**src/rtl/med_dose_scheduler.sv**
```systemverilog
// Medication reminder scheduler: minute clock, programmable dose slots, and an
// alert/snooze/acknowledge sequence whose outcome goes to a valid/ready event port.
module med_dose_scheduler #(
  parameter int NUM_SLOTS    = 8,
  parameter int SLOT_W       = 3,
  parameter int TIME_W       = 11,
  parameter int DAY_TICKS    = 1440,
  parameter int TICK_DIV     = 16,
  parameter int ALERT_TICKS  = 15,
  parameter int SNOOZE_TICKS = 5,
  parameter int MAX_SNOOZE   = 2
) (
  input  logic                 clk,
  input  logic                 rst_n,
  input  logic                 cfg_we,
  input  logic [SLOT_W-1:0]    cfg_addr,
  input  logic [TIME_W-1:0]    cfg_time,
  input  logic                 cfg_en,
  input  logic                 time_set,
  input  logic [TIME_W-1:0]    time_val,
  input  logic                 ack,
  input  logic                 snooze,
  output logic                 alarm,
  output logic [SLOT_W-1:0]    alarm_slot,
  output logic                 busy,
  output logic [NUM_SLOTS-1:0] pending,
  output logic [TIME_W-1:0]    time_now,
  output logic                 evt_valid,
  input  logic                 evt_ready,
  output logic [SLOT_W-1:0]    evt_slot,
  output logic                 evt_taken,
  output logic [TIME_W-1:0]    evt_time
);

  localparam int PS_W = (TICK_DIV > 1) ? $clog2(TICK_DIV) : 1;
  localparam int SC_W = (MAX_SNOOZE > 0) ? $clog2(MAX_SNOOZE + 1) : 1;

  typedef enum logic [2:0] {S_IDLE, S_ALERT, S_SNOOZE, S_TAKEN, S_MISSED, S_REPORT} state_t;

  state_t              state;
  logic [PS_W-1:0]     presc;
  logic                tick;
  logic                tick_d;
  logic [TIME_W-1:0]   slot_time [NUM_SLOTS];
  logic [NUM_SLOTS-1:0] slot_en;
  logic [NUM_SLOTS-1:0] due;
  logic [NUM_SLOTS-1:0] pend_nxt;
  logic                pick_vld;
  logic [SLOT_W-1:0]   pick;
  logic [SLOT_W-1:0]   cur_slot;
  logic [7:0]          timer;
  logic [SC_W-1:0]     snooze_cnt;

  // A time load discards any tick landing in the same cycle.
  assign tick = (presc == PS_W'(TICK_DIV - 1)) && !time_set;
  assign busy = (state != S_IDLE);

  always_ff @(posedge clk or negedge rst_n) begin
    if (!rst_n) begin
      presc    <= '0;
      time_now <= '0;
      tick_d   <= 1'b0;
    end else if (time_set) begin
      presc    <= '0;
      time_now <= time_val;
      tick_d   <= 1'b0;
    end else begin
      tick_d <= tick;
      if (tick) begin
        presc    <= '0;
        time_now <= (time_now == TIME_W'(DAY_TICKS - 1)) ? '0 : time_now + TIME_W'(1);
      end else begin
        presc <= presc + PS_W'(1);
      end
    end
  end

  always_ff @(posedge clk or negedge rst_n) begin
    if (!rst_n) begin
      for (int i = 0; i < NUM_SLOTS; i++) slot_time[i] <= '0;
      slot_en <= '0;
    end else if (cfg_we) begin
      slot_time[cfg_addr] <= cfg_time;
      slot_en[cfg_addr]   <= cfg_en;
    end
  end

  always_comb begin
    due = '0;
    if (tick_d)
      for (int i = 0; i < NUM_SLOTS; i++)
        due[i] = slot_en[i] && (slot_time[i] == time_now);
  end

  always_comb begin
    pick_vld = 1'b0;
    pick     = '0;
    for (int i = NUM_SLOTS - 1; i >= 0; i--)
      if (pending[i]) begin
        pick_vld = 1'b1;
        pick     = SLOT_W'(i);
      end
  end

  // A fresh due match re-arms a slot even as it is taken into service; a table write beats both.
  always_comb begin
    pend_nxt = pending;
    if (state == S_IDLE && pick_vld) pend_nxt[pick] = 1'b0;
    pend_nxt = pend_nxt | due;
    if (cfg_we) pend_nxt[cfg_addr] = 1'b0;
  end

  always_ff @(posedge clk or negedge rst_n) begin
    if (!rst_n) pending <= '0;
    else        pending <= pend_nxt;
  end

  always_ff @(posedge clk or negedge rst_n) begin
    if (!rst_n) begin
      state      <= S_IDLE;
      cur_slot   <= '0;
      timer      <= '0;
      snooze_cnt <= '0;
      alarm      <= 1'b0;
      alarm_slot <= '0;
      evt_valid  <= 1'b0;
      evt_slot   <= '0;
      evt_taken  <= 1'b0;
      evt_time   <= '0;
    end else begin
      case (state)
        S_IDLE: begin
          if (pick_vld) begin
            cur_slot   <= pick;
            timer      <= '0;
            snooze_cnt <= '0;
            alarm      <= 1'b1;
            alarm_slot <= pick;
            state      <= S_ALERT;
          end
        end
        S_ALERT: begin
          if (ack) begin
            alarm <= 1'b0;
            state <= S_TAKEN;
          end else if (snooze && (snooze_cnt < SC_W'(MAX_SNOOZE))) begin
            snooze_cnt <= snooze_cnt + SC_W'(1);
            timer      <= '0;
            alarm      <= 1'b0;
            state      <= S_SNOOZE;
          end else if (timer == 8'(ALERT_TICKS)) begin
            alarm <= 1'b0;
            state <= S_MISSED;
          end else if (tick) begin
            timer <= timer + 8'd1;
          end
        end
        S_SNOOZE: begin
          if (ack) begin
            state <= S_TAKEN;
          end else if (timer == 8'(SNOOZE_TICKS)) begin
            timer <= '0;
            alarm <= 1'b1;
            state <= S_ALERT;
          end else if (tick) begin
            timer <= timer + 8'd1;
          end
        end
        S_TAKEN, S_MISSED: begin
          evt_valid <= 1'b1;
          evt_slot  <= cur_slot;
          evt_taken <= (state == S_TAKEN);
          evt_time  <= time_now;
          state     <= S_REPORT;
        end
        S_REPORT: begin
          if (evt_ready) begin
            evt_valid <= 1'b0;
            state     <= S_IDLE;
          end
        end
        default: state <= S_IDLE;
      endcase
    end
  end

endmodule

```
**config.mk**
```make
export PLATFORM = sky130hd
export DESIGN_NAME = med_dose_scheduler
export DESIGN_NICKNAME = d
export VERILOG_FILES = /design/src/rtl/med_dose_scheduler.sv
export SDC_FILE = /design/constraint.sdc
export NUM_CORES = 1
export LEC_CHECK = 0
export ABC_CLOCK_PERIOD_IN_PS = 2000
export CORE_MARGIN = 2
export CORE_UTILIZATION = 40
export CTS_CLUSTER_SIZE = 8
export DETAILED_ROUTE_END_ITERATION = 12
export GPL_TIMING_DRIVEN = 0
export SLEW_MARGIN = 20
export SYNTH_ARGS = -nofsm -noshare
export SYNTH_HDL_FRONTEND = slang
export SYNTH_SLANG_ARGS = --single-unit
```
**constraint.sdc**
```tcl
create_clock -name clk -period 2 [get_ports clk]
set_clock_uncertainty 0.2 [all_clocks]
set_input_delay 0.3 -clock clk [delete_from_list [all_inputs] [get_ports clk]]
set_output_delay 0.3 -clock clk [all_outputs]
set_load 0.01 [all_outputs]
```
==> out/qor.csv, run 1 <==
stage;metric;value;unit
status;status;complete, but fails checks;
status;failing checks;design-rule violations, negative setup slack;
floorplanning;Initial Utilization;0.4049;
timing;Worst-Margin Slew;0.7150;ns
timing;RSZ-0062 raised after global routing;yes;
setup_path;Setup crit start kind;flop;
cts;TritonCTS buffer count;17;
floorplanning;Core Area;0.01852;sq mm
pwr;sw frac;0.3083;
global_route;antenna violations before repair;0;
floorplanning;Rows;50;
placed_design;placer congestion estimate;0.8831;
cts;clk_lat worst skew;0.43;ns
cts;# H-tree levels;4;
global_route;gr ovfl total;0;
setup_path;worst path required time;2.10;ns
logic_synthesis;Netlist Area Pre-Place;0.007498;sq mm
setup_path;CP delay by family, top;simple AND/OR/NAND/NOR gates;
pwr;PnR Total Power;11.22;mW
pwr;clock power share;0.313;
worst_hold_path;Hold Path Origin;time_set;
floorplanning;io pins;73;
global_route;GRT Resource Usage Total;0.2177;
timing;Final min period;2.313;ns
pwr;Gate power share;0.300;
cts;CTS sink count;153;
cells_and_area;Layout area overhead;34.29;%
timing;fmax;432.3;MHz
routing;DRC;1;
pwr;sequential share of power;0.387;
cells_and_area;final non-filler cell total;1016;
logic_synthesis;dominant synthesized flop cell;dfrtp_1;
cts;Root Driver;clkbuf_16;
logic_synthesis;syn nets;679;
setup_path;critical path capture point type;flop;
placed_design;DP Worst Slack;-0.9556;ns
cts;worst-case clock buffer depth;2;
placed_design;dpl cells;948;
pwr;Cell Pwr Density;1114;mW/mm^2
logic_synthesis;EDFF count, synth;0;
routing;final WL;21200;um
setup_path;Data arrival, critical path;2.41;ns
setup_path;flop-to-flop setup slack;-0.31;ns
cells_and_area;FILL cells;1550;
logic_synthesis;post-synthesis cell count;642;
timing;Fin. Hold Viols;0;
cells_and_area;Final Net Count;806;
logic_synthesis;synthesized area per cell;11.68;sq um
placed_design;IO Port Bufs;71;
timing;Slew Limit Fails;0;
setup_path;Crit path depth;5;
cells_and_area;antenna cells;0;
cells_and_area;share of layout cells above drive strength 1;0.3772;
pwr;P_sw;3.459;mW
floorplanning;die area;0.01986;sq mm
worst_hold_path;hold depth;2;
global_route;global-route wire length before repair;32970;um
pwr;peak supply drop;0.5336;mV
timing;Max transition margin;0.5234;
logic_synthesis;area leader, netlist;dfrtp_1;
floorplanning;Die Wd;140.9;um
setup_path;CP max FO;3;
setup_path;crit path kind;flop to flop;
setup_path;CP max stage delay;0.56;ns
logic_synthesis;dominant cells by area after synthesis;dfrtp_1, mux2_2, xor2_1, xnor2_1, o21ai_0;
pwr;leakage;4.227;nW
setup_path;CP Buf/Inv Count;0;
pwr;P_int;7.758;mW
logic_synthesis;Post-synth ARST share;1.000;
logic_synthesis;register bit total from synthesis;153;
global_route;vias in the first global route;5774;
worst_hold_path;Worst Hold End;time_now[5];
routing;via/cell ratio;5.612;
logic_synthesis;post-synth top area share;0.5106;
setup_path;Crit-path slowest cell;or4_4;
run;Max Cap Viol;0;
routing;total number of vias;5702;
routing;DR pass1 iterations;9;
cts;TritonCTS clock tree;done;
routing;DRT iter0 DRCs;283;
cells_and_area;post-layout instance area;0.01007;sq mm
timing;period utilization;1.156;
placed_design;dpl cell area;0.008583;sq mm
logic_synthesis;sequential share of the synthesized area;0.5106;
timing;PnR worst setup slack;-0.3130;ns
logic_synthesis;YS warnings;0;
setup_path;Worst R2R End;alarm;
floorplanning;Die Y;140.9;um
routing;Final ANT Viol Nets;0;
setup_path;worst reg-to-reg path cell count;5;
cts;Worst-path clk slew;0.06;ns
setup_path;worst-path cell chain;or4_4, or3_4, o31ai_4, o311ai_4, mux2_4;
placed_design;DP Wirelength;13770;um
setup_path;RR Startpoint;timer[7];
routing;drt wl/cell;20.87;um
logic_synthesis;synth unique cells;51;
global_route;largest net degree at the start of global routing;89;
worst_hold_path;Hold Path Class;input pin to flop;
timing;endpoints failing setup;16;
## routing by layer
metal / vias to the layer above / GRT usage / wire, um
li1: 2558 / - / -
met1: 2959 / 0.2945 / 9403
met2: 156 / 0.3533 / 10410
met3: 29 / 0.04688 / 957
met4: 0 / 0.06684 / 429
met5: - / 0 / 0
## layout make-up
type | count | area [sq um] | share of cell area
plain buffers | 29 | 214.0 | 0.02125
clock buffers | 20 | 456.7 | 0.04535
clock inverters | 12 | 185.2 | 0.01839
inverters | 9 | 33.78 | 0.003355
multi-input cells | 446 | 3939 | 0.3912
flip-flops and latches | 153 | 3850 | 0.3823
well taps | 234 | 292.8 | 0.02908
repair buffers | 113 | 1099 | 0.1091
## state kept, by name, summed over array words and instances, names as in the netlist
name	cells
slot_time	88
evt_time	11
time_now	11
pending	8
slot_en	8
timer	8
presc	4
cur_slot	3
evt_slot	3
state	3
snooze_cnt	2
alarm	1
evt_taken	1
evt_valid	1
tick_d	1
## cells in the final DEF, fill, tap and decap left out, types with 5 or more instances in the layout
master           instances
nor4_1                   6
dfrtp_2                 17
inv_1                    7
o21ai_1                  9
nand2_1                 29
o21ai_0                 12
o21ai_2                  5
mux2_2                 111
clkbuf_1                 5
dfrtp_1                136
nor2_1                  14
buf_4                   38
clkbuf_16               18
buf_6                    6
nor3_1                   8
clkdlybuf4s50_1         63
a21o_1                   5
nor4_2                  10
nand4_1                  6
nand3_1                 20
xor2_1                  71
clkbuf_2                10
xnor2_1                 18
a21oi_1                 16
clkbuf_8                 5
## cells in the mapped netlist, drive strengths merged (2+ instances only)
| cell type | number |
|---|---|
| or3 | 5 |
| dfrtp | 153 |
| a21boi | 5 |
| clkbuf | 25 |
| nor3b | 6 |
| a32oi | 2 |
| or4 | 3 |
| nand4 | 6 |
| nand4b | 4 |
| nand3 | 22 |
| nor2b | 4 |
| o21ai | 26 |
| nor3 | 15 |
| a21o | 6 |
| inv | 9 |
| nand2b | 4 |
| o31ai | 7 |
| o41ai | 3 |
| nand2 | 31 |
| or2 | 3 |
| a21oi | 19 |
| mux2i | 2 |
| ha | 4 |
| buf | 9 |
| a22oi | 4 |
| xor2 | 71 |
| o211ai | 2 |
| mux2 | 113 |
| nor4 | 19 |
| and3 | 2 |
| xnor2 | 21 |
| nor2 | 17 |
| o21bai | 2 |
| a31oi | 5 |
## worst register-to-register path, cell delays in order (launching register included)
cell	delay, ns
dfrtp_1	0.39
or4_4	0.56
or3_4	0.37
o31ai_4	0.22
o311ai_4	0.14
mux2_4	0.32
## power groups by stage
| stage | clock network, mW | registers (mW) | logic, mW |
|---|---|---|---|
| floorplan | 0 | 4.29 | 1.77 |
| global placement | 0 | 4.29 | 2.80 |
| detailed placement | 0 | 4.33 | 2.88 |
| CTS | 3.56 | 4.31 | 3.06 |
| global route | 3.71 | 4.43 | 3.64 |
| finish | 3.51 | 4.34 | 3.37 |
## worst max-delay path by stage
stage                           start             to
after global routing         timer[7]          alarm
after detailed placement  cfg_addr[0]  slot_time[65]
after CTS                    timer[4]          alarm
final                        timer[7]          alarm
after global placement          rst_n    time_now[0]
after floorplan              timer[4]          alarm
## cell families after synthesis
group,Yosys count,synth area share
flip-flops,153,0.5106
adder cells (fa/ha/maj),4,0.006675
AO/OA/AOI/OAI,90,0.07759
multiplexers,115,0.1729
XOR/XNOR,92,0.1075
AND/OR/NAND/NOR,145,0.1031
buffers and inverters,43,0.02169
## repair_timing
action                                 CTS  global route
pin swaps                               17            24
setup endpoints to repair               84           115
gates cloned                             0             1
gates resized for setup                 98            88
hold buffers                             1             0
endpoints found under the hold margin   87             0
setup buffers                           20            19
## through the flow
step / TNS [ns] / hold slack (ns) / utilization
2_1_floorplan: -1.050 / -0.1956 / -
3_3_place_gp: -906.33 / 0.2820 / 0.4618
3_5_place_dp: -53.98 / 0.1671 / 0.4635
4_1_cts: -2.007 / 0.1520 / 0.5195
5_1_grt: -3.441 / 0.1503 / 0.5438
6_report: -2.380 / 0.1451 / 0.5438
(Power assumes the default switching activity.)
==> inputs of run 2 (changes only) <==
--- a/config.mk
+++ b/config.mk
@@ -11,7 +11,6 @@
 export CTS_CLUSTER_SIZE = 8
 export DETAILED_ROUTE_END_ITERATION = 12
 export GPL_TIMING_DRIVEN = 0
-export SLEW_MARGIN = 20
 export SYNTH_ARGS = -nofsm -noshare
 export SYNTH_HDL_FRONTEND = slang
 export SYNTH_SLANG_ARGS = --single-unit
==> out/qor.csv, run 2 (synthesis gave the netlist of run 1 again) <==
stage;metric;value;unit
cells_and_area;FILL cells;1576;
cts;worst-case clock buffer depth;2;
pwr;peak supply drop;0.5107;mV
pwr;sw frac;0.3060;
global_route;antenna violations before repair;0;
placed_design;dpl cells;948;
placed_design;IO Port Bufs;71;
cells_and_area;Largest register FFs;88;
cells_and_area;post-layout instance area;0.009978;sq mm
pwr;clock power share;0.314;
routing;DRT iter0 DRCs;353;
global_route;largest net degree at the start of global routing;89;
cts;CTS sink count;153;
cells_and_area;antenna cells;0;
cts;# H-tree levels;4;
setup_path;Data arrival, critical path;2.40;ns
routing;final WL;20970;um
global_route;gr ovfl total;0;
floorplanning;Die Wd;140.9;um
cells_and_area;most common cell after layout, fill and taps aside;dfrtp_1;
setup_path;critical path capture point type;flop;
cells_and_area;Biggest register;slot_time;
floorplanning;Rows;50;
placed_design;placer congestion estimate;0.8831;
placed_design;dpl cell area;0.008579;sq mm
pwr;leakage;4.204;nW
timing;period utilization;1.147;
routing;total number of vias;5606;
floorplanning;io pins;73;
cells_and_area;Final Net Count;805;
pwr;P_int;7.774;mW
setup_path;CP startpoint;timer[7];
floorplanning;Core Area;0.01852;sq mm
timing;Worst-Margin Slew;0.8400;ns
timing;Max transition margin;0.4400;
cts;Root Driver;clkbuf_16;
cts;clk_lat worst skew;0.43;ns
setup_path;CP max FO;3;
pwr;Gate power share;0.299;
setup_path;crit path kind;flop to flop;
status;status;complete, but fails checks;
global_route;GRT Resource Usage Total;0.2189;
routing;via/cell ratio;5.523;
cells_and_area;share of layout cells above drive strength 1;0.3636;
placed_design;DP Wirelength;13760;um
setup_path;Worst R2R End;alarm;
pwr;sequential share of power;0.388;
pwr;P_sw;3.427;mW
worst_hold_path;Hold Path Origin;time_set;
routing;drt wl/cell;20.66;um
global_route;global-route wire length before repair;33120;um
cts;TritonCTS buffer count;17;
status;failing checks;negative setup slack;
pwr;Cell Pwr Density;1123;mW/mm^2
routing;DR pass1 iterations;4;
timing;Slew Limit Fails;0;
setup_path;worst reg-to-reg path cell count;5;
floorplanning;die area;0.01986;sq mm
floorplanning;Die Y;140.9;um
routing;DRC;0;
cells_and_area;commonest non-fill, non-tap cells in the layout;dfrtp_1, mux2_2, xor2_1;
cells_and_area;largest registers;slot_time: 88 flops, evt_time: 11 flops, time_now: 11 flops;
setup_path;worst path required time;2.11;ns
timing;endpoints failing setup;16;
setup_path;Setup crit end;alarm;
routing;Final ANT Viol Nets;0;
cells_and_area;Layout area overhead;33.07;%
timing;Fin. Hold Viols;0;
global_route;vias in the first global route;5802;
cells_and_area;final non-filler cell total;1015;
cts;TritonCTS clock tree;done;
timing;Final min period;2.295;ns
cts;Worst-path clk slew;0.06;ns
timing;RSZ-0062 raised after global routing;yes;
timing;PnR worst setup slack;-0.2950;ns
setup_path;Setup crit start kind;flop;
worst_hold_path;Hold Path Class;input pin to flop;
floorplanning;Initial Utilization;0.4049;
setup_path;RR Startpoint;timer[7];
timing;fmax;435.7;MHz
setup_path;flop-to-flop setup slack;-0.29;ns
run;Max Cap Viol;0;
run 2: cell types whose count changed in the layout (fill, tap and decap cells not counted), moves of 4 or more:
cell,delta
nor4_1,+4
buf_4,-4
nor4_2,-4
buf_6,+7
run 2: cell type report:
cell class	instances	area, sq um	area share
Tap cell	234	292.8	0.02934
Clock buffer	20	456.7	0.04577
Sequential cell	153	3849	0.3857
Clock inverter	12	185.2	0.01856
Buffer	30	219.0	0.02194
Multi-Input combinational cell	446	3866	0.3875
Timing Repair Buffer	111	1076	0.1078
Inverter	9	33.78	0.003386
run 2: worst min path at each step:
stage	to	cells past startpoint
after global routing	time_now[5]	2
after floorplan	alarm	0
after detailed placement	timer[0]	1
after global placement	presc[0]	1
after CTS	time_now[5]	2
final	time_now[5]	2
run 2: stage by stage:
step	setup WS (ns)	util	power (mW)	TNS (ns)	hold slack [ns]
2_1_floorplan	-0.2026	-	6.065	-1.050	-0.1956
3_3_place_gp	-6.149	0.4618	7.089	-906.33	0.2820
3_5_place_dp	-0.9217	0.4633	7.201	-53.04	0.2392
4_1_cts	-0.2712	0.5213	10.97	-1.906	0.1414
5_1_grt	-0.3282	0.5389	11.77	-3.451	0.1538
6_report	-0.2950	0.5389	11.20	-2.341	0.1325
run 2: power by group through the flow:
stage / clock network (mW) / logic (mW) / registers, mW
floorplan: 0 / 1.77 / 4.29
global placement: 0 / 2.80 / 4.29
detailed placement: 0 / 2.87 / 4.33
CTS: 3.58 / 3.07 / 4.32
global route: 3.73 / 3.61 / 4.43
finish: 3.51 / 3.34 / 4.34
run 2: layer usage:
| layer | share of wire | wire (um) | vias to the layer above | track usage |
|---|---|---|---|---|
| met2 | 0.49 | 10280 | 133 | 0.3533 |
| met4 | 0.015 | 306 | 0 | 0.05947 |
| met3 | 0.042 | 883 | 26 | 0.04178 |
| met5 | 0 | 0 | - | 0 |
| li1 | - | - | 2553 | - |
| met1 | 0.45 | 9502 | 2894 | 0.3046 |
run 2: repair_timing:
item / CTS / global route
hold endpoints to repair: 87 / 0
hold buffers: 1 / 0
setup endpoints to repair: 85 / 100
pin swaps: 18 / 22
setup buffers: 25 / 13
resized for setup: 97 / 80
run 2: worst max-delay path, stage by stage, from the launching register on:
cell,delay (ns)
dfrtp_1,0.39
or4_4,0.57
or3_4,0.37
o31ai_4,0.18
o311ai_2,0.15
mux2_4,0.33
==> inputs of run 3 (changes only) <==
--- a/config.mk
+++ b/config.mk
@@ -11,6 +11,7 @@
 export CTS_CLUSTER_SIZE = 8
 export DETAILED_ROUTE_END_ITERATION = 12
 export GPL_TIMING_DRIVEN = 0
+export SKIP_CTS_REPAIR_TIMING = 1
 export SYNTH_ARGS = -nofsm -noshare
 export SYNTH_HDL_FRONTEND = slang
 export SYNTH_SLANG_ARGS = --single-unit
==> out/qor.csv, run 3 (synthesis gave the netlist of run 1 again) <==
stage;metric;value;unit
placed_design;dpl cell area;0.008579;sq mm
routing;drt wl/cell;20.38;um
routing;Final ANT Viol Nets;0;
timing;PnR worst setup slack;-0.3283;ns
routing;DRC;0;
cells_and_area;FILL cells;1601;
cells_and_area;Layout area overhead;31.02;%
cts;CTS sink count;153;
timing;smallest hold slack;0.1728;ns
pwr;Cell Pwr Density;1118;mW/mm^2
placed_design;DP Wirelength;13760;um
pwr;P_sw;3.325;mW
timing;endpoints failing setup;31;
pwr;PnR Total Power;10.98;mW
status;failing checks;negative setup slack;
cells_and_area;share of layout cells above drive strength 1;0.3449;
setup_path;CP max stage delay;0.57;ns
routing;via/cell ratio;5.531;
floorplanning;Initial Utilization;0.4049;
floorplanning;Die Wd;140.9;um
cts;Root Driver;clkbuf_16;
cts;TritonCTS buffer count;17;
pwr;sw frac;0.3028;
setup_path;worst-path cell chain;or4_4, or3_4, o31ai_2, o311ai_1, mux2_4;
global_route;largest net degree at the start of global routing;89;
floorplanning;die area;0.01986;sq mm
placed_design;placer congestion estimate;0.8831;
cells_and_area;Largest register FFs;88;
setup_path;Setup crit start kind;flop;
timing;Max transition margin;0.4373;
cells_and_area;commonest non-fill, non-tap cells in the layout;dfrtp_1, mux2_2, xor2_1;
routing;total number of vias;5608;
routing;DRT iter0 DRCs;363;
floorplanning;Core Area;0.01852;sq mm
timing;RSZ-0062 raised after global routing;yes;
floorplanning;Rows;50;
pwr;Gate power share;0.286;
worst_hold_path;hold depth;4;
setup_path;CP Buf/Inv Count;0;
timing;Fin. Hold Viols;0;
cells_and_area;Biggest register;slot_time;
cells_and_area;Final Net Count;804;
cts;# H-tree levels;4;
placed_design;IO Port Bufs;71;
global_route;antenna violations before repair;0;
setup_path;crit path kind;flop to flop;
cells_and_area;Final Util;0.5305;
worst_hold_path;Hold Path Class;input pin to flop;
cts;TritonCTS clock tree;done;
pwr;P_int;7.654;mW
setup_path;Crit path depth;5;
routing;final WL;20660;um
setup_path;worst reg-to-reg path cell count;5;
timing;Final min period;2.328;ns
routing;DR pass1 iterations;5;
timing;period utilization;1.164;
global_route;global-route wire length before repair;31890;um
placed_design;DP Worst Slack;-0.9217;ns
cts;clk_lat worst skew;0.42;ns
global_route;gr ovfl total;0;
setup_path;Data arrival, critical path;2.43;ns
timing;Slew Limit Fails;0;
pwr;sequential share of power;0.395;
pwr;peak supply drop;0.4935;mV
setup_path;CP delay by family, top;simple AND/OR/NAND/NOR gates;
cells_and_area;most common cell after layout, fill and taps aside;dfrtp_1;
setup_path;CP max FO;5;
setup_path;critical path capture point type;flop;
cts;Worst-path clk slew;0.06;ns
status;status;complete, but fails checks;
timing;Worst-Margin Slew;0.8441;ns
global_route;vias in the first global route;5579;
global_route;GRT Resource Usage Total;0.2112;
cells_and_area;post-layout instance area;0.009824;sq mm
floorplanning;io pins;73;
cells_and_area;antenna cells;0;
floorplanning;Die Y;140.9;um
pwr;leakage;4.131;nW
timing;fmax;429.5;MHz
setup_path;Crit-path slowest cell;or4_4;
cells_and_area;largest registers;slot_time: 88 flops, evt_time: 11 flops, time_now: 11 flops;
setup_path;worst path required time;2.10;ns
cts;worst-case clock buffer depth;2;
pwr;clock power share;0.319;
run;Max Cap Viol;0;
## run 3: cell count changes in the layout (fill, tap and decap cells not counted), moves of 3 or more
cell	before	now
nand3_2	3	0
buf_4	34	39
nand3_1	19	22
buf_6	13	4
o21ai_0	10	13
clkdlybuf4s50_1	63	66
## run 3: path summary, 6_finish.rpt
path / start / slack (ns) / end
worst min-delay path: time_set / 0.17 / time_now[9]
worst min register to register: timer[7] / 0.31 / timer[7]
worst max register to register: timer[7] / -0.33 / alarm
max in group asynchronous: rst_n / 0.44 / pending[1]
min in group asynchronous: rst_n / 0.34 / timer[0]
worst max-delay path: timer[7] / -0.33 / alarm
## run 3: layer usage
| metal | track usage | vias to the layer above | wire (um) |
|---|---|---|---|
| li1 | - | 2548 | - |
| met1 | 0.2941 | 2889 | 9241 |
| met2 | 0.3407 | 147 | 10110 |
| met3 | 0.04144 | 24 | 995 |
| met4 | 0.05474 | 0 | 318 |
| met5 | 0 | - | 0 |
## run 3: worst register-to-register path: stages (launching register included)
cell and delay [ns]:
dfrtp_1 0.40, or4_4 0.57, or3_4 0.36, o31ai_2 0.18, o311ai_1 0.17, mux2_4 0.33
## run 3: area by class of cell
| type | count | area (sq um) | share of cell area |
|---|---|---|---|
| clock buffer | 20 | 456.7 | 0.04648 |
| clock inverter | 12 | 185.2 | 0.01885 |
| timing repair buffer | 108 | 1022 | 0.1040 |
| multi-input combinational | 446 | 3781 | 0.3849 |
| inverter | 9 | 33.78 | 0.003439 |
| buffer | 32 | 202.7 | 0.02063 |
| sequential | 153 | 3850 | 0.3919 |
| tap | 234 | 292.8 | 0.02980 |
## run 3: power by group through the flow
| stage | sequential [mW] | combinational (mW) | clock (mW) |
|---|---|---|---|
| 3_5_place_dp | 4.33 | 2.87 | 0 |
| 2_1_floorplan | 4.29 | 1.77 | 0 |
| 6_report | 4.34 | 3.14 | 3.51 |
| 3_3_place_gp | 4.29 | 2.80 | 0 |
| 4_1_cts | 4.28 | 2.89 | 3.58 |
| 5_1_grt | 4.42 | 3.39 | 3.73 |
## run 3: stage by stage
stage | cells | setup TNS, ns
floorplan | 642 | -1.050
global placement | 947 | -906.33
detailed placement | 948 | -53.04
CTS | 980 | -22.89
global route | 1014 | -5.296
finish | 1014 | -3.428
